File: config.mk
export PLATFORM = sky130hd
export DESIGN_NAME = axi_lite_arbiter
export DESIGN_NICKNAME = d
export VERILOG_FILES = /design/src/rtl/axi_lite_arbiter.sv
export SDC_FILE = /design/constraint.sdc
export NUM_CORES = 1
export LEC_CHECK = 0
export CAP_MARGIN = 20
export CORE_AREA = 2 2 174 176
export CTS_CLUSTER_SIZE = 25
export DETAILED_ROUTE_END_ITERATION = 7
export DIE_AREA = 0 0 176 178
export HOLD_SLACK_MARGIN = 0.06
export MAX_ROUTING_LAYER = met4
export PLACE_DENSITY = 0.41
export SLEW_MARGIN = 20
export SYNTH_ARGS = -nofsm -noshare
export SYNTH_HDL_FRONTEND = slang
export SYNTH_SLANG_ARGS = --single-unit
File: constraint.sdc
create_clock -name clk -period 1.8 [get_ports clk]
set_input_delay 0.54 -clock clk [delete_from_list [all_inputs] [get_ports clk]]
set_output_delay 0.54 -clock clk [all_outputs]
set_load 0.01 [all_outputs]
File: src/rtl/axi_lite_arbiter.sv
// rtl/axi_lite_arbiter.sv - round-robin N-to-1 AXI4-Lite arbiter, one transaction outstanding
module axi_lite_arbiter #(
  parameter int NUM_MASTERS = 2,
  parameter int ADDR_WIDTH  = 32,
  parameter int DATA_WIDTH  = 32
) (
  input  logic                                         clk,
  input  logic                                         reset,
  // upstream masters
  input  logic [NUM_MASTERS-1:0][ADDR_WIDTH-1:0]       m_araddr_i,
  input  logic [NUM_MASTERS-1:0]                       m_arvalid_i,
  output logic [NUM_MASTERS-1:0]                       m_arready_o,
  output logic [NUM_MASTERS-1:0][DATA_WIDTH-1:0]       m_rdata_o,
  output logic [NUM_MASTERS-1:0][1:0]                  m_rresp_o,
  output logic [NUM_MASTERS-1:0]                       m_rvalid_o,
  input  logic [NUM_MASTERS-1:0]                       m_rready_i,
  input  logic [NUM_MASTERS-1:0][ADDR_WIDTH-1:0]       m_awaddr_i,
  input  logic [NUM_MASTERS-1:0]                       m_awvalid_i,
  output logic [NUM_MASTERS-1:0]                       m_awready_o,
  input  logic [NUM_MASTERS-1:0][DATA_WIDTH-1:0]       m_wdata_i,
  input  logic [NUM_MASTERS-1:0][DATA_WIDTH/8-1:0]     m_wmask_i,
  input  logic [NUM_MASTERS-1:0]                       m_wvalid_i,
  output logic [NUM_MASTERS-1:0]                       m_wready_o,
  output logic [NUM_MASTERS-1:0][1:0]                  m_bresp_o,
  output logic [NUM_MASTERS-1:0]                       m_bvalid_o,
  input  logic [NUM_MASTERS-1:0]                       m_bready_i,
  // downstream slave port
  output logic [ADDR_WIDTH-1:0]                        s_araddr_o,
  output logic                                         s_arvalid_o,
  input  logic                                         s_arready_i,
  input  logic [DATA_WIDTH-1:0]                        s_rdata_i,
  input  logic [1:0]                                   s_rresp_i,
  input  logic                                         s_rvalid_i,
  output logic                                         s_rready_o,
  output logic [ADDR_WIDTH-1:0]                        s_awaddr_o,
  output logic                                         s_awvalid_o,
  input  logic                                         s_awready_i,
  output logic [DATA_WIDTH-1:0]                        s_wdata_o,
  output logic [DATA_WIDTH/8-1:0]                      s_wmask_o,
  output logic                                         s_wvalid_o,
  input  logic                                         s_wready_i,
  input  logic [1:0]                                   s_bresp_i,
  input  logic                                         s_bvalid_i,
  output logic                                         s_bready_o,
  // status
  output logic [$clog2(NUM_MASTERS)-1:0]               grant_idx_o,
  output logic                                         busy_o
);

  localparam int IDX_W = $clog2(NUM_MASTERS);

  typedef enum logic [2:0] {IDLE, RD_AR, RD_R, WR_AWW, WR_B} state_t;

  state_t           state_q, state_d;
  logic [IDX_W-1:0] sel_q, sel_d;
  logic [IDX_W-1:0] last_q, last_d;
  logic             aw_done_q, aw_done_d;
  logic             w_done_q, w_done_d;

  logic [NUM_MASTERS-1:0] req;
  logic                   found;
  logic [IDX_W-1:0]       winner;
  logic [IDX_W:0]         cand;
  logic                   aw_hs, w_hs;

  // A master asks for the bus with either address valid; wvalid alone does not count.
  assign req = m_arvalid_i | m_awvalid_i;

  // Round-robin search starting one past the last completed master.
  always_comb begin
    found  = 1'b0;
    winner = '0;
    cand   = '0;
    for (int i = 1; i <= NUM_MASTERS; i++) begin
      cand = (IDX_W+1)'(int'(last_q) + i);
      if (cand >= (IDX_W+1)'(NUM_MASTERS)) cand = cand - (IDX_W+1)'(NUM_MASTERS);
      if (!found && req[cand[IDX_W-1:0]]) begin
        found  = 1'b1;
        winner = cand[IDX_W-1:0];
      end
    end
  end

  // Next-state logic and channel routing; only the granted master sees the slave.
  always_comb begin
    state_d     = state_q;
    sel_d       = sel_q;
    last_d      = last_q;
    aw_done_d   = aw_done_q;
    w_done_d    = w_done_q;
    aw_hs       = 1'b0;
    w_hs        = 1'b0;
    m_arready_o = '0;
    m_rdata_o   = '0;
    m_rresp_o   = '0;
    m_rvalid_o  = '0;
    m_awready_o = '0;
    m_wready_o  = '0;
    m_bresp_o   = '0;
    m_bvalid_o  = '0;
    s_araddr_o  = m_araddr_i[sel_q];
    s_awaddr_o  = m_awaddr_i[sel_q];
    s_wdata_o   = m_wdata_i[sel_q];
    s_wmask_o   = m_wmask_i[sel_q];
    s_arvalid_o = 1'b0;
    s_rready_o  = 1'b0;
    s_awvalid_o = 1'b0;
    s_wvalid_o  = 1'b0;
    s_bready_o  = 1'b0;
    case (state_q)
      IDLE: begin
        if (found) begin
          sel_d   = winner;
          state_d = m_arvalid_i[winner] ? RD_AR : WR_AWW;
        end
      end
      RD_AR: begin
        s_arvalid_o          = m_arvalid_i[sel_q];
        m_arready_o[sel_q]   = s_arready_i;
        if (m_arvalid_i[sel_q] && s_arready_i) state_d = RD_R;
      end
      RD_R: begin
        m_rvalid_o[sel_q] = s_rvalid_i;
        m_rdata_o[sel_q]  = s_rdata_i;
        m_rresp_o[sel_q]  = s_rresp_i;
        s_rready_o        = m_rready_i[sel_q];
        if (s_rvalid_i && m_rready_i[sel_q]) begin
          state_d = IDLE;
          last_d  = sel_q;
        end
      end
      WR_AWW: begin
        s_awvalid_o        = m_awvalid_i[sel_q] & ~aw_done_q;
        s_wvalid_o         = m_wvalid_i[sel_q] & ~w_done_q;
        m_awready_o[sel_q] = s_awready_i & ~aw_done_q;
        m_wready_o[sel_q]  = s_wready_i & ~w_done_q;
        aw_hs = m_awvalid_i[sel_q] & ~aw_done_q & s_awready_i;
        w_hs  = m_wvalid_i[sel_q] & ~w_done_q & s_wready_i;
        // Handshakes completing this cycle count, so no extra cycle is spent here.
        if ((aw_done_q | aw_hs) && (w_done_q | w_hs)) begin
          state_d   = WR_B;
          aw_done_d = 1'b0;
          w_done_d  = 1'b0;
        end else begin
          aw_done_d = aw_done_q | aw_hs;
          w_done_d  = w_done_q | w_hs;
        end
      end
      WR_B: begin
        m_bvalid_o[sel_q] = s_bvalid_i;
        m_bresp_o[sel_q]  = s_bresp_i;
        s_bready_o        = m_bready_i[sel_q];
        if (s_bvalid_i && m_bready_i[sel_q]) begin
          state_d = IDLE;
          last_d  = sel_q;
        end
      end
      default: state_d = IDLE;
    endcase
  end

  // State registers; last starts at the top index so master 0 wins first.
  always_ff @(posedge clk) begin
    if (reset) begin
      state_q   <= IDLE;
      sel_q     <= '0;
      last_q    <= IDX_W'(NUM_MASTERS - 1);
      aw_done_q <= 1'b0;
      w_done_q  <= 1'b0;
    end else begin
      state_q   <= state_d;
      sel_q     <= sel_d;
      last_q    <= last_d;
      aw_done_q <= aw_done_d;
      w_done_q  <= w_done_d;
    end
  end

  assign grant_idx_o = sel_q;
  assign busy_o      = (state_q != IDLE);

endmodule

======== After elaboration in Yosys (flattened, before gate mapping) ========
Index checks and enable logic that the tools add are counted.
operators by class
  $add $sub $neg .......................... 4
  $mul .................................... 0
  divide/modulo/power cells ............... 0
  order comparisons ....................... 7
  equal/unequal tests ..................... 9
  shifts and indexed selects .............. 0
  multiplexer cells ....................... 61
  bitwise operators ....................... 19
  reductions and logical operators ........ 13
operators by type and width
  kind                                                        count
  2-to-1 mux 32 bit                                           7
  AND 64 bit                                                  1
  2-to-1 mux 64 bit                                           1
  demux 32 bit (select 1 bit)                                 1
  2-to-1 mux 1 bit                                            32
  2-to-1 mux 4 bit                                            4
  2-to-1 mux 3 bit                                            5
  one-hot mux 3 bit (5 select lines)                          1
  2-to-1 mux 2 bit                                            7
  AND 2 bit                                                   5
  inequality test 2 bit, second input constant                5
  AND 4 bit                                                   2
  less-than comparator 1 x 2 -> 1 bit, second input constant  4
  AND 1 bit                                                   6
  equality test 3 x 2 -> 1 bit, second input constant         2
  logical AND 1 bit                                           6
  AND reduction 5 bit                                         1
  greater-or-equal comparator 2 bit, second input constant    2
  equality test 3 x 1 -> 1 bit, second input constant         1
  equality test 3 bit, second input constant                  1
  logical NOT 3 bit                                           1
  AND reduction 3 bit                                         1
  nonzero test 3 bit                                          1
  adder 1 x 1 -> 2 bit, second input constant                 1
  12 further kinds                                            15
storage, ports and cells
  register bits after elaboration ......... 7
  latch bits .............................. 0
  memory bits (writable) .................. 0
  bits in read-only memories .............. 0
  logic and storage cells ................. 118
  memories ................................ 0

======== Longest topological paths before layout ========
Gate-level depths: netlist (run 1).
  depth after elaboration ................. 14
  mapped depth ............................ 6
  mapped depth without buffers ............ 6

======== Worst setup path after synthesis (run 1) ========
OpenSTA, ideal clock, no wires.
  path kind ............................... reg2out
  from .................................... reg sel_q, in the netlist grant_idx_o
  to ...................................... out s_wmask_o[2]
  data arrival time ....................... 1468 ps
  data required time ...................... 1260 ps
  setup slack ............................. -208 ps
  cell stages (with the launch flop) ...... 5
  buffers on the path ..................... 3
  cell sequence ........................... dfxtp_1 buf_4 clkbuf_1 buf_2 mux2_2
on the way
  cells in the longest elaborated chain, start to end .. 2
RTL lines
  what                                                  line  RTL
  from (decl)                                           55    logic [IDX_W-1:0] sel_q, sel_d;
  from (signal assigned)                                172   sel_q <= sel_d;
  2-to-1 mux 4 bit (not written as such) (2 in series)  104   s_wmask_o = m_wmask_i[sel_q];
  to (decl)                                             39    output logic [DATA_WIDTH/8-1:0] s_wmask_o,
No other way between the ends. The select of a mux whose other input is x is not followed.

==> results of run 1 <==
cells by family (layout without fill, tap and decap cells):
kind of cell,after synthesis,in the layout
flops,7,7
mux,106,106
compound gates,17,17
simple gates,120,120
buf+inv,26,580
routing by layer:
metal,routed length [microns],track usage
met1,9368,0.1505
met2,11550,0.2288
met3,1543,0.02536
met4,71,0.007231
met5,0,-
cells in the final DEF, fill, tap and decap left out, types with 6 or more instances in the layout:
cell type        count
buf_8               16
and2_1              31
buf_4               35
buf_12              17
buf_16               6
buf_2               38
buf_6              204
and2_4              39
clkdlybuf4s50_1    229
mux2_4             102
nor3_2               8
dlygate4sd2_1       21
nor2_1               9
critical path, stage by stage, from the launching register on:
cell	delay, ns
dfxtp_2	0.31
or3b_4	0.44
nor2_4	0.17
buf_6	0.14
clkbuf_16	0.14
and2_1	0.11
buf_2	0.13
timing repair:
action / in CTS / in global routing
setup endpoints to repair: 194 / 195
cloned: 7 / 6
buffers inserted: 51 / 29
gates resized for setup: 862 / 377
hold endpoints to repair: 0 / 0
pin swaps: 14 / 50
sequential cells by signal (all words and copies together) (netlist names):
| name | count |
|---|---|
| state_q | 3 |
| grant_idx_o | 1 |
| last_q | 1 |
| aw_done_q | 1 |
| w_done_q | 1 |
report_power, final:
part / total, uW / switching [uW] / internal [uW]
combinational: 6460 / 2340 / 4130
clock: 379 / 84.3 / 295
sequential: 229 / 31.0 / 198
total: 7070 / 2450 / 4620
stage by stage:
stage	TNS, ns	setup slack, ns	cells	hold WS [ns]	utilization
after global routing	-60.54	-0.4761	1220	0.6990	0.3234
final	-53.56	-0.4260	1220	0.6573	0.3234
after floorplan	-2.081	-0.03433	276	0.4810	-
after CTS	-67.65	-0.6855	1202	0.6255	0.2883
after global placement	-93.92	-0.6199	1140	0.6124	0.2586
after detailed placement	-94.23	-0.6320	1140	0.6151	0.2586
area by class of cell:
| class | instances | share of cell area |
|---|---|---|
| Multi-Input combinational cell | 243 | 0.2861 |
| Sequential cell | 7 | 0.01553 |
| Clock buffer | 4 | 0.008291 |
| Timing Repair Buffer | 571 | 0.6365 |
| Inverter | 5 | 0.002237 |
| Tap cell | 390 | 0.05132 |
final timing paths:
check,startpoint,to,slack [ns],cells past startpoint
worst min-delay path,state_q[2],state_q[1],0.66,4
worst min register to register,state_q[2],state_q[1],0.66,4
worst max-delay path,state_q[0],m_rdata_o[25],-0.43,6
worst max register to register,grant_idx_o,grant_idx_o,-0.20,10
==> results_dict.tcl, run 1 <==
set metrics [dict create \
    status "complete, but fails checks" \
    violated_checks "negative setup slack" \
    list_of_most_frequent_post_synthesis_cells "mux2_2, and2_1, nor2_1" \
    timing.final.ws_setup_ns -0.4260 \
    leakage_uw 0.004320 \
    routed_wire_length_per_instance_microns 18.47 \
    yosysTopAreaCellShare 0.5019 \
    max-cap-violations 0 \
    slew_headroom 0.7749 \
    final_nets 1084 \
    detail_route.vias_per_cell 3.511 \
    dp_hpwl_microns 17560 \
    ant_nets 0 \
    globalRoute.totalOverflow 0 \
    detailed_place.area_sq_um 7605 \
    ioPinCount 442 \
    finClkSkew_ns 0.003465 \
    yosys-top-cells-area "mux2_2, and2_1, dfxtp_1, nor2_1, buf_2" \
    cts_h_tree_depth 1 \
    rows 63 \
    gpl.final_weighted_congestion 0.7350 \
    grt_max_degree 35 \
    groute.usage.overall 0.1260 \
    min-delay-path-class "flop to flop" \
    synth_compound_area_frac 0.05741 \
    area.sequential_sq_um 147.6 \
    rsz0062_at_grt "yes" \
    area_delta_synth_final_pct 315.5 \
    synthCells 276 \
    synth_sequential_area_ratio 0.06124 \
    grt_pass1_vias 4285 \
    hold_buffers 0 \
    multi_input_logic_area_sq_um 2720 \
    io_buffers 441 \
    report.final.setup_viol 194 \
    final-max-slew-violation-count 0 \
    worstMarginPinSlew_ns 0.3348 \
    synth-main-ff-cell "dfxtp_1" \
    power_density_nw_per_um2 743.8 \
    fin_total_pwr_uw 7072 \
    firstDrtPassIters 4 \
    startpoint_type_of_the_worst_setup_path "flop" \
    synth-edff-count 0 \
    die-height_microns 178 \
    antenna_found_initial 0 \
    critPathArrivalTime_ns 1.69 \
    yosysTopAreaCell "mux2_2" \
    crit_required_ns 1.26 \
    postSynthRegisterBits 7 \
    cts_made_buffers 3 \
    synth_fa_ha_area_frac 0 \
    worst_setup_path_end_kind "output pin" \
    timing.final.crit_period_ns 2.226 \
    postSynthAreaPerCell_sq_um 8.291 \
    count_of_fill_cells_added_during_filler_insertion 3084 \
    critical_path_peak_fanout 5 \
    clkLatencyLatePin_ns 0.23 \
    synthesis.nets 529 \
    syn-cell-area_sq_um 2288 \
    clk_path_buf_depth 2 \
    initial_core_util 0.07783 \
    yosys.area_share.simple 0.3084 \
    drt_iter0_markers 90 \
    clock-root-buffer "clkbuf_16" \
    vdd_drop_max_mv 0.3569 \
    timing.final.hold_violations 0 \
    vias 4283 \
    post-synth-top-count-cell "mux2_2" \
    netlist-cell-type-count 35 \
    remaining_drc_errors 0 \
    drive_gt1_frac 0.6181 \
    ys_warn_count 0 \
    dieArea_sq_um 31330 \
    clkSinkCount 7 \
    synthXorXnorAreaFrac 0 \
    min_period_over_period 1.237 \
    detail_route.wirelength_microns 22540 \
    worst_setup_path_type "flop to output pin" \
    fraction_of_synthesized_area_in_multiplexers 0.5194 \
    total_non_filler_cell_area_in_the_finished_layout_sq_um 9508 \
    grt_first_pass_wirelength_microns 28550 \
    combinational_family_with_the_most_area_after_synthesis "multiplexers" \
    cts_tree "built" \
    clock_transition_at_the_register_clock_pins_on_the_worst_setup_and_hold_paths_after_cts_ns 0.03 \
    antennaDiodeCount 0 \
    max_freq_ghz 0.4492 \
    core_region_area_sq_um 29400 \
    chipWidth_microns 176 \
    postSynth.asyncResetShare 0 \
]
No activity file was read; power rests on OpenSTA's default activity.
==> run 2, diff against run 1 <==
Settings changed: CORE_AREA 2 2 174 176 to 2 2 172 174, DIE_AREA 0 0 176 178 to 0 0 174 176, SLEW_MARGIN 20 to not set.
Clock period 1.8 ns to 2.9 ns, I/O delays scaled along.
==> results_dict.tcl, run 2 (synthesis results as in run 1) <==
set metrics [dict create \
    firstDrtPassIters 4 \
    min-delay-path-class "flop to flop" \
    rows 62 \
    cts_h_tree_depth 1 \
    max_freq_ghz 0.3470 \
    worst_hold_path.num_cells 2 \
    io_buffers 441 \
    clock_transition_at_the_register_clock_pins_on_the_worst_setup_and_hold_paths_after_cts_ns 0.04 \
    clk_path_buf_depth 2 \
    report.final.setup_viol 0 \
    detail_route.wirelength_microns 17410 \
    grt_first_pass_wirelength_microns 24040 \
    dieArea_sq_um 30620 \
    status "complete, no violations" \
    die-height_microns 176 \
    fin_total_pwr_uw 2581 \
    finClkSkew_ns 0.0005668 \
    worst_setup_path_type "input pin to output pin" \
    ioPinCount 442 \
    timing.final.hold_violations 0 \
    dp_hpwl_microns 15490 \
    vdd_drop_max_mv 0.1602 \
    cts_made_buffers 3 \
    gpl.final_weighted_congestion 0.7692 \
    cts_tree "built" \
    core_region_area_sq_um 28550 \
    drt_iter0_markers 72 \
    layout_commonest_cell "clkdlybuf4s50_1" \
    timing.hold.worst.start "w_done_q" \
    grt_pass1_vias 4013 \
    end_of_the_worst_register_to_register_path "grant_idx_o" \
    placedCellCount 1109 \
    area_delta_synth_final_pct 228.9 \
    worst_setup_path_end_kind "output pin" \
    worst_hold_path.endpoint "w_done_q" \
    layout_common_cells "clkdlybuf4s50_1, mux2_2, dlygate4sd2_1" \
    critical_path_peak_fanout 1 \
    clock-root-buffer "clkbuf_16" \
    detail_route.vias_per_cell 3.418 \
    min_period_over_period 0.9937 \
    final_nets 985 \
    final-max-slew-violation-count 0 \
    clkLatencyLatePin_ns 0.23 \
    routed_wire_length_per_instance_microns 15.62 \
    globalRoute.totalOverflow 0 \
    ant_nets 0 \
    groute.usage.overall 0.1048 \
    slew_headroom 0.7903 \
    antennaDiodeCount 0 \
    rr_startpoint "grant_idx_o" \
    max-cap-violations 0 \
    reg2regPathDepth 8 \
    stdcell_count 1115 \
    chipWidth_microns 174 \
    power_density_nw_per_um2 343.0 \
    critPathArrivalTime_ns 2.01 \
    drive_gt1_frac 0.1997 \
    rsz0062_at_grt "no" \
    grt_max_degree 38 \
    vias 3811 \
    startpoint_type_of_the_worst_setup_path "input pin" \
    number_of_flip_flops_under_the_largest_register_name 3 \
    count_of_fill_cells_added_during_filler_insertion 3152 \
    antenna_found_initial 0 \
    clkSinkCount 7 \
    remaining_drc_errors 0 \
    ff2ff_setup_slack_ns 0.84 \
    timing.final.crit_period_ns 2.882 \
    initial_core_util 0.08016 \
    top_register "state_q" \
    worstMarginPinSlew_ns 0.3117 \
    leakage_uw 0.003863 \
    crit_required_ns 2.03 \
]
## run 2: metrics by stage
| step | hold WS, ns | area [sq um] | setup WS, ns | util | TNS, ns |
|---|---|---|---|---|---|
| floorplan | 0.4810 | 2288 | 0.5618 | - | 0 |
| global placement | 0.5103 | 7338 | -0.1943 | 0.2571 | -2.831 |
| detailed placement | 0.5109 | 7338 | -0.1725 | 0.2571 | -2.601 |
| CTS | 0.5170 | 7316 | 0.0002331 | 0.2563 | 0 |
| global route | 0.5612 | 7526 | 0.0001319 | 0.2636 | 0 |
| finish | 0.5157 | 7526 | 0.01832 | 0.2636 | 0 |
## run 2: routing by layer
layer / wire (microns) / share of wire / global-route usage / vias up
li1: - / - / - / 1878
met1: 6662 / 0.38 / 0.1150 / 1720
met2: 9620 / 0.55 / 0.2065 / 209
met3: 1072 / 0.062 / 0.01443 / 4
met4: 57 / 0.0033 / 0.009804 / 0
met5: 0 / 0 / - / -
## run 2: layout make-up
cell class / instances / area [sq um] / share of cell area
timing repair buffer: 472 / 4776 / 0.6346
multi-input combinational: 243 / 2028 / 0.2695
tap: 384 / 480.5 / 0.06384
sequential: 7 / 143.9 / 0.01912
clock buffer: 4 / 78.83 / 0.01047
inverter: 5 / 18.77 / 0.002494
## run 2: how the worst max path moves through the flow
stage                    from              to  slack (ns)  depth (start not counted)
2_1_floorplan     grant_idx_o    s_wmask_o[2]        0.56                          4
3_3_place_gp    m_rready_i[1]      s_rready_o       -0.19                          4
3_5_place_dp   m_awvalid_i[1]     s_awvalid_o       -0.17                          4
4_1_cts          m_wdata_i[9]    s_wdata_o[9]      0.0002                          3
5_1_grt        m_araddr_i[47]  s_araddr_o[15]      0.0001                          3
6_report       m_awaddr_i[52]  s_awaddr_o[20]        0.02                          3
## run 2: repair_timing
action	CTS	global route
resized for setup	84	71
pin swaps	0	1
setup buffers	0	1
setup endpoints to repair	140	71
gates cloned	0	1
hold buffers	0	0
## run 2: where the power goes
group / leakage (uW) / total (uW) / switching, uW / internal [uW]
combinational: 0.00377 / 2190 / 881 / 1310
clock: 0.0000382 / 233 / 50.0 / 183
sequential: 0.0000579 / 160 / 38.6 / 121
## run 2: critical path, cell delays in order
cell             delay [ns]
clkdlybuf4s50_1        0.40
mux2_2                 0.26
clkdlybuf4s50_1        0.49
==> run 3, diff against run 2 <==
Settings changed: ABC_AREA set to 1, CTS_CLUSTER_SIZE 25 to 20.
==> results_dict.tcl, run 3 <==
set metrics [dict create \
    yosys-top-cells-area "nand2_1, nor2_1, inv_1, dfxtp_1, buf_2" \
    cts_made_buffers 3 \
    p_switching_uw 1201 \
    postSynthRegisterBits 7 \
    routed_wire_length_per_instance_microns 13.02 \
    synth-main-ff-cell "dfxtp_1" \
    power.combinational.fraction 0.851 \
    multi_input_logic_area_sq_um 1799 \
    timing.final.ws_setup_ns 0.02502 \
    final_nets 1245 \
    antenna_found_initial 0 \
    layout_common_cells "nand2_1, clkdlybuf4s50_1, nor2_1" \
    count_of_fill_cells_added_during_filler_insertion 3291 \
    antennaDiodeCount 0 \
    max_freq_ghz 0.3478 \
    setup-tns-final_ns 0 \
    postSynthAreaPerCell_sq_um 4.129 \
    vias 4678 \
    crit_required_ns 2.03 \
    postSynth.asyncResetShare 0 \
    grt_pass1_vias 4705 \
    leakage_uw 0.004774 \
    grt_first_pass_wirelength_microns 26190 \
    timing.final.hold_violations 0 \
    ioPinCount 442 \
    worstMarginPinSlew_ns 0.5340 \
    ys_warn_count 0 \
    slew_headroom 0.6430 \
    max-cap-violations 0 \
    io_buffers 441 \
    timing.final.crit_period_ns 2.875 \
    cts_h_tree_depth 1 \
    core_region_area_sq_um 28550 \
    syn-cell-area_sq_um 2287 \
    number_of_flip_flops_under_the_largest_register_name 3 \
    rsz0062_at_grt "yes" \
    seq_power_share 0.061 \
    detail_route.vias_per_cell 3.402 \
    worst_setup_path_type "input pin to output pin" \
    dp_hpwl_microns 15110 \
    area.sequential_sq_um 143.9 \
    finClkSkew_ns 0.0008626 \
    pre_cts_ws_ns -0.3756 \
    yosysTopAreaCellShare 0.5399 \
    groute.usage.overall 0.1116 \
    crit_start "m_awaddr_i[33]" \
    chipWidth_microns 174 \
    remaining_drc_errors 0 \
    netlist-cell-type-count 21 \
    cell_internal_pwr_uw 1463 \
    p_sw_frac 0.4508 \
    final_core_utilization 0.2627 \
    layout_commonest_cell "nand2_1" \
    initial_core_util 0.08012 \
    area_delta_synth_final_pct 227.9 \
    list_of_most_frequent_post_synthesis_cells "nand2_1, nor2_1, inv_1" \
    timing.hold.worst.start "aw_done_q" \
    clk_path_buf_depth 2 \
    final-max-slew-violation-count 0 \
    post-synth-top-count-cell "nand2_1" \
    drt_iter0_markers 97 \
    die-height_microns 176 \
    yosysTopAreaCell "nand2_1" \
    synthCells 554 \
    synthesis.nets 807 \
    synth-edff-count 0 \
    synth_sequential_area_ratio 0.06127 \
    detail_route.wirelength_microns 17910 \
    rows 62 \
    ant_nets 0 \
    clkLatencyLatePin_ns 0.23 \
    grt_max_degree 55 \
    worst_setup_path_end_kind "output pin" \
    drive_gt1_frac 0.03835 \
    status "complete, no violations" \
    gpl.final_weighted_congestion 0.7338 \
    rr_startpoint "grant_idx_o" \
    top_register "state_q" \
    clkSinkCount 7 \
    power_density_nw_per_um2 355.2 \
    hold_buffers 0 \
    cts_tree "built" \
    dieArea_sq_um 30620 \
    critPathArrivalTime_ns 2.00 \
    min_period_over_period 0.9914 \
    pwr-share-clk 0.089 \
    critical_path_peak_fanout 1 \
    clock_transition_at_the_register_clock_pins_on_the_worst_setup_and_hold_paths_after_cts_ns 0.04 \
    firstDrtPassIters 4 \
    globalRoute.totalOverflow 0 \
    startpoint_type_of_the_worst_setup_path "input pin" \
    min-delay-path-class "flop to flop" \
    cts_setup_buffers 0 \
    vdd_drop_max_mv 0.2319 \
    report.final.setup_viol 0 \
    clock-root-buffer "clkbuf_16" \
]
run 3: changes by cell type after synthesis, moves of 7 or more:
| cell | change |
|---|---|
| nand2_1 | +323 |
| clkbuf_1 | +8 |
| inv_1 | +50 |
| nor2_1 | +71 |
| mux2_2 | -102 |
| and2_1 | -70 |
| nand3_1 | +7 |
run 3: critical path, stage by stage:
cell,delay (ns)
clkdlybuf4s50_1,0.46
nand2_1,0.06
nand2_1,0.07
clkdlybuf4s50_1,0.55
run 3: area by class of cell:
cell class	instances	area share
Clock buffer	4	0.01051
Inverter	58	0.02936
Sequential cell	7	0.01919
Multi-Input combinational cell	458	0.2399
Tap cell	384	0.06406
Timing Repair Buffer	464	0.6370
run 3: metrics by stage:
step	power, uW	hold slack (ns)	instance area [sq um]	cells
final	2664	0.4977	7500	1375
after global routing	2911	0.5394	7500	1375
after CTS	2773	0.4931	7287	1375
after detailed placement	2615	0.4730	7300	1371
after global placement	2626	0.4624	7300	1371
after floorplan	1086	0.4365	2287	554
run 3: kinds of logic after synthesis:
family / Yosys count / synth area share
buffers and inverters: 89 / 0.1548
DFF: 7 / 0.06127
AOI/OAI and AO/OA: 14 / 0.03282
and+or+nand+nor: 444 / 0.7511
run 3: path summary, 6_finish.rpt:
path,slack [ns],to,cells after the start
max,0.03,s_awaddr_o[1],4
min,0.50,aw_done_q,2
max reg2reg,1.08,state_q[0],12
min reg2reg,0.50,aw_done_q,2
run 3: routing by layer:
layer / GRT usage / vias to the layer above / share of wire
met5: - / - / 0
met3: 0.02347 / 9 / 0.069
met1: 0.1290 / 1938 / 0.41
met4: 0.01926 / 0 / 0.0096
met2: 0.2012 / 231 / 0.51
li1: - / 2500 / -
run 3: power groups by stage:
stage / clock network, uW / registers [uW] / logic (uW)
2_1_floorplan: 0 / 140 / 947
3_3_place_gp: 0 / 161 / 2470
3_5_place_dp: 0 / 162 / 2450
4_1_cts: 241 / 161 / 2370
5_1_grt: 247 / 169 / 2490
6_report: 236 / 162 / 2270
run 3: repair_timing:
action / 4_1_cts / 5_1_grt
gates resized for setup: 73 / 88
gates cloned: 0 / 0
pin swaps: 0 / 1
setup endpoints to repair: 67 / 87
==> RTL edit 1, RTL diff (settings of run 1) <==
Re-encode `state_t` (5 states) as one-hot, 5 bits wide.
--- a/src/rtl/axi_lite_arbiter.sv
+++ b/src/rtl/axi_lite_arbiter.sv
@@ -50,5 +50,5 @@
   localparam int IDX_W = $clog2(NUM_MASTERS);
 
-  typedef enum logic [2:0] {IDLE, RD_AR, RD_R, WR_AWW, WR_B} state_t;
+  typedef enum logic [4:0] {IDLE = 5'b00001, RD_AR = 5'b00010, RD_R = 5'b00100, WR_AWW = 5'b01000, WR_B = 5'b10000} state_t;
 
   state_t           state_q, state_d;
Formal check against the unedited RTL: same outputs for any inputs over 4 cycles, from zero or initial values and one cycle with reset high; so few cycles prove little.
==> RTL edit 1 against run 1 <==
  * Critical path depth rose by 2
  * Register-to-register slack improved by 0.19 ns
  * Core utilization is 1.8 points higher
  * Synthesized cell count increased by 2.9%
  * Global-route usage rose by 1.5 points
  * Critical endpoint is now m_rdata_o[57]
  * Critical path type unchanged
  * Sequential cell count is 2 higher
  * Die area unchanged
  * The flow still finishes with violations (negative setup slack)
  * Worst setup slack worse by 0.040 ns
  * Wire length rose by 7.3%
  * Area after synthesis up 6.2%
  * Cell area is 5.5% higher
Power is not compared: it rests on default switching activity, and its combinational part moved more than twofold at a synthesized area within 25%.
==> RTL edit 1: results (changes against run 1) <==
Outcome: finished, violations left (unchanged). Failing checks: negative setup slack (unchanged). The post-route setup TNS came out at -56.53 ns (was -53.56 ns). The number of flip-flops under the largest register name is 5 (was 3). The last weighted congestion value of the routability-driven placer is 0.747 (was 0.735). The worst min-delay path endpoint is last_q (was state_q[1]).

The DRC violation total after the first TritonRoute iteration is 86 (was 90). The worst-case clock skew is 0.00310 ns (was 0.00347 ns). The maximum number of pins on one net before global-route repair was 22 (was 35). The post-cts repair resize count came out at 1,085 (was 862). The worst slew margin relative to its limit is 80.0% (was 77.5%).

The count of endpoints failing setup in the final report is 190 (was 194). The destination of the critical timing path is m_rdata_o[57] (was m_rdata_o[25]). Biggest area contributors in the synthesized netlist: mux2_2, and3_1, and2_1 (was mux2_2, and2_1, dfxtp_1). The combined global-route utilization of all metal layers came out at 14.1% (was 12.6%). Leading cell types by count after synthesis: mux2_2, and3_1, and2_1 (was mux2_2, and2_1, nor2_1). The hold path depth is 2 (was 4). The worst-case register-to-register setup slack came to -0.01 ns (was -0.20 ns). The wire length of the first global-routing pass is 31,900 um (was 28,600 um). The mean area per synthesized cell is 8.56 um2 (was 8.29 um2).

The slack of the critical path was -0.466 ns (was -0.426 ns). The maximum cell stage delay along the critical path came out at 0.35 ns (was 0.44 ns). The amount of wire on met3 after detailed routing came to 1300 um (was 1540 um). The detailed-routing wirelength on met1 came out at 9700 um (was 9370 um). The arrival time at the worst endpoint is 1.73 ns (was 1.69 ns). The cell depth of the worst flop-to-flop path came out at 8 (was 10). The post-CTS setup buffer count is 73 (was 51). The final instance count without filler cells is 1,246 (was 1,220).

The met1 track utilization from global routing is 16.4% (was 15.1%). The worst slack after detailed placement is -0.832 ns (was -0.632 ns). The initial antenna violation count came out at 3 (was 0). The number of nets in the layout is 1,108 (was 1,084). The slowest library cell on the worst path is dfxtp_4 (was or3b_4).

The worst hold path startpoint was last_q (was state_q[2]). The distinct cell type count of the synthesized netlist came out at 40 (was 35). The number of buffers inserted during clock tree synthesis came to 3 (unchanged).

The critical path launch point is state_q[0] (unchanged). The power share of the combinational group is 81.8%. The detailed placer's ending HPWL is 17,900 um (was 17,600 um). The proportion of synthesized chip area in sequential cells is 7.41% (was 6.12%).

The met2 usage in global routing is 26.2% (was 22.9%). The met3 track utilization from global routing came out at 2.64% (was 2.54%). The number of global-route vias before repair is 4,584 (was 4,285). The share of cells above drive strength 1 came to 62.9% (was 61.8%).
## RTL edit 1: changes by cell type in the layout (fill, tap and decap cells not counted), sizes merged, moves of 4 or more
| cell | change |
|---|---|
| nor2 | -8 |
| dlygate4sd2 | +17 |
| o21ai | +4 |
| and3 | +34 |
| clkdlybuf4s50 | -19 |
| and2 | -33 |
| o211ai | +4 |
| buf | +18 |
## RTL edit 1: cells by family (layout without fill, tap and decap cells)
| logic type | Yosys count | after routing | share of synthesized area, % |
|---|---|---|---|
| AND/OR/NAND/NOR | 118 | 118 | 31.3 |
| multiplexers | 106 | 106 | 48.9 |
| buffers and inverters | 31 | 601 | 6.23 |
| AO/OA/AOI/OAI | 20 | 20 | 6.18 |
| flip-flops | 9 | 9 | 7.41 |
| other | 0 | 2 | 0 |
## RTL edit 1: final cells by class
type                    instances  area, um2
flip-flops and latches          9        203
well taps                     390        488
repair buffers                591       6330
diodes                          2       5.00
clock buffers                   3       75.1
multi-input cells             244       2900
inverters                       6       22.5
fillers                      3018      19400
clock inverters                 1       5.00
==> RTL edit 2, RTL diff (settings of run 1) <==
Made on the original files. Set the parameter `DATA_WIDTH` to 16 (it was 32).
--- a/src/rtl/axi_lite_arbiter.sv
+++ b/src/rtl/axi_lite_arbiter.sv
@@ -3,5 +3,5 @@
   parameter int NUM_MASTERS = 2,
   parameter int ADDR_WIDTH  = 32,
-  parameter int DATA_WIDTH  = 32
+  parameter int DATA_WIDTH  = 16
 ) (
   input  logic                                         clk,
Ports: changed (6 resized); port bits go from 442 to 340. No check against the original RTL was run, so the function may have changed too.
==> RTL edit 2 against run 1 <==
  * The flow still finishes with violations (negative setup slack)
  * Cell area is 18% lower
  * Wire length is 33% lower
  * Power is 22% lower
  * Area after synthesis is 19% lower
  * Synthesized cell count is 22% lower
  * First-iteration DRC count is 53% lower
  * Sequential cell count stayed put
  * Worst setup slack better by 0.039 ns
  * Critical path type unchanged
  * Critical endpoint is now m_rdata_o[30]
==> RTL edit 2: results (changes against run 1) <==
Outcome: finished, violations left (unchanged). Failing checks: negative setup slack (unchanged). The proportion of synthesized chip area in sequential cells came out at 7.54% (was 6.12%). The slack of the critical path came to -0.387 ns (was -0.426 ns).

The share of cells above drive strength 1 came out at 62.9% (was 61.8%). The largest fanout on the critical path is 6 (was 5). The count of endpoints failing setup in the final report came to 140 (was 194). The largest vdd supply drop is 361 uV (was 357 uV).

The destination of the critical timing path is m_rdata_o[30] (was m_rdata_o[25]). The dominant delay contributor by cell family on the critical path is simple AND/OR/NAND/NOR gates (unchanged). The number of warnings reported in the yosys synthesis log came out at 0 (unchanged). The reg-to-reg endpoint is grant_idx_o (unchanged). The wire length of the first global-routing pass is 19,600 um (was 28,600 um). The synthesized instance count came out at 216 (was 276).

The distinct cell type count of the synthesized netlist is 36 (was 35). The DRC violation total after the first TritonRoute iteration came out at 42 (was 90). The critical path launch point is state_q[0] (unchanged). The post-route setup TNS is -32.47 ns (was -53.56 ns). The last weighted congestion value of the routability-driven placer is 0.687 (was 0.735). The combined global-route utilization of all metal layers came out at 8.27% (was 12.6%).

The number of I/O port buffers is 339 (was 441). Biggest area contributors in the synthesized netlist: mux2_2, and2_1, dfxtp_1 (unchanged). The cell depth of the worst flop-to-flop path came out at 10 (unchanged). The worst hold path startpoint is last_q (was state_q[2]).

The top register by number of flip-flops is state_q (unchanged). The worst-case clock skew is 0.00209 ns (was 0.00347 ns). The number of fillers in the final layout came out at 3,154 (was 3,084).

The utilization after layout came out at 26.5% (was 32.3%). The number of detailed-routing iterations run before antenna repair is 3 (was 4). The hold path depth is 2 (was 4). The clock slew seen by the registers of the worst setup and hold paths is 0.03 ns (about the same). The leakage power total came out at 3.47 nW (was 4.32 nW). The placed standard-cell area is 6160 um2 (was 7600 um2). The number of max-slew violations in the final report is 0 (unchanged). The total congestion overflow was 0 (unchanged).

The worst min-delay path endpoint is last_q (was state_q[1]). The number of antenna diodes came out at 0 (unchanged). The internal power contribution is 3.69 mW (was 4.62 mW).

The final instance count without filler cells came out at 1,051 (was 1,220). Leading cell types by count after synthesis: mux2_2, and2_1, nor2_1, nor3_1, buf_2 (was mux2_2, and2_1, nor2_1). The synthesized netlist net count is 417 (was 529).

The average vias per placed instance came to 3.25 (was 3.51). The detailed placer's ending HPWL came out at 11,500 um (was 17,600 um). The worst slew margin relative to its limit came out at 77.2% (was 77.5%). The worst slack after detailed placement is -0.674 ns (was -0.632 ns). The placed instance count is 974 (was 1,140). The number of global-route vias before repair came out at 3,384 (was 4,285). The arrival time at the worst endpoint came out at 1.65 ns (was 1.69 ns).

The clock latency on the worst-skew pair came out at 0.23 ns (about the same). The worst-case register-to-register setup slack is -0.23 ns (was -0.20 ns). The final wirelength came out at 15,000 um (was 22,500 um). The maximum number of pins on one net before global-route repair is 11 (was 35). The smallest hold slack is 0.636 ns (was 0.657 ns). The number of nets in the layout is 863 (was 1,084).
==> RTL edit 2: changes by cell type after synthesis, moves of 4 or more <==
cell             run 1  this run
nand2_1              6         2
nor2_1              16        11
clkbuf_1             8         4
and2_1              70        36
a21oi_1              7         1
mux2_2             102        82
==> RTL edit 2: per-layer routing <==
| layer | wire length (um) | up-vias | track usage [%] |
|---|---|---|---|
| li1 | - | 1676 | - |
| met1 | 5910 | 1579 | 9.65 |
| met2 | 8110 | 160 | 15.2 |
| met3 | 965 | 5 | 1.43 |
| met4 | 61 | 0 | 1.03 |
| met5 | 0 | - | - |
==> RTL edit 2: kinds of logic after synthesis <==
group           synth area share (%)
simple gates                    24.8
compound gates                  7.81
flops                           7.54
mux                             54.0
buf+inv                         5.85
==> RTL edit 2: repair_timing <==
action / in CTS / in global routing
hold buffers: 0 / 0
cloned: 3 / 2
pin swaps: 22 / 10
buffers inserted: 59 / 19
resized for setup: 836 / 137
endpoints found under the setup margin: 143 / 146
==> RTL edit 2: area by class of cell <==
class	count	area share, %
repair buffers	458	62.1
well taps	390	6.27
multi-input cells	186	28.4
clock buffers	4	1.01
inverters	6	0.321
flip-flops and latches	7	1.90
==> RTL edit 2: power by group through the flow <==
stage / clock [mW] / combinational [mW] / sequential (mW)
3_5_place_dp: 0 / 3.29 / 0.221
3_3_place_gp: 0 / 3.31 / 0.222
2_1_floorplan: 0 / 1.44 / 0.211
6_report: 0.380 / 4.90 / 0.238
4_1_cts: 0.386 / 4.41 / 0.223
5_1_grt: 0.394 / 5.17 / 0.246
==> RTL edit 2: worst min-delay path: stages, from the launching register on <==
cell and delay, ns:
dfxtp_1 0.36, nor2b_1 0.14, a211o_1 0.10
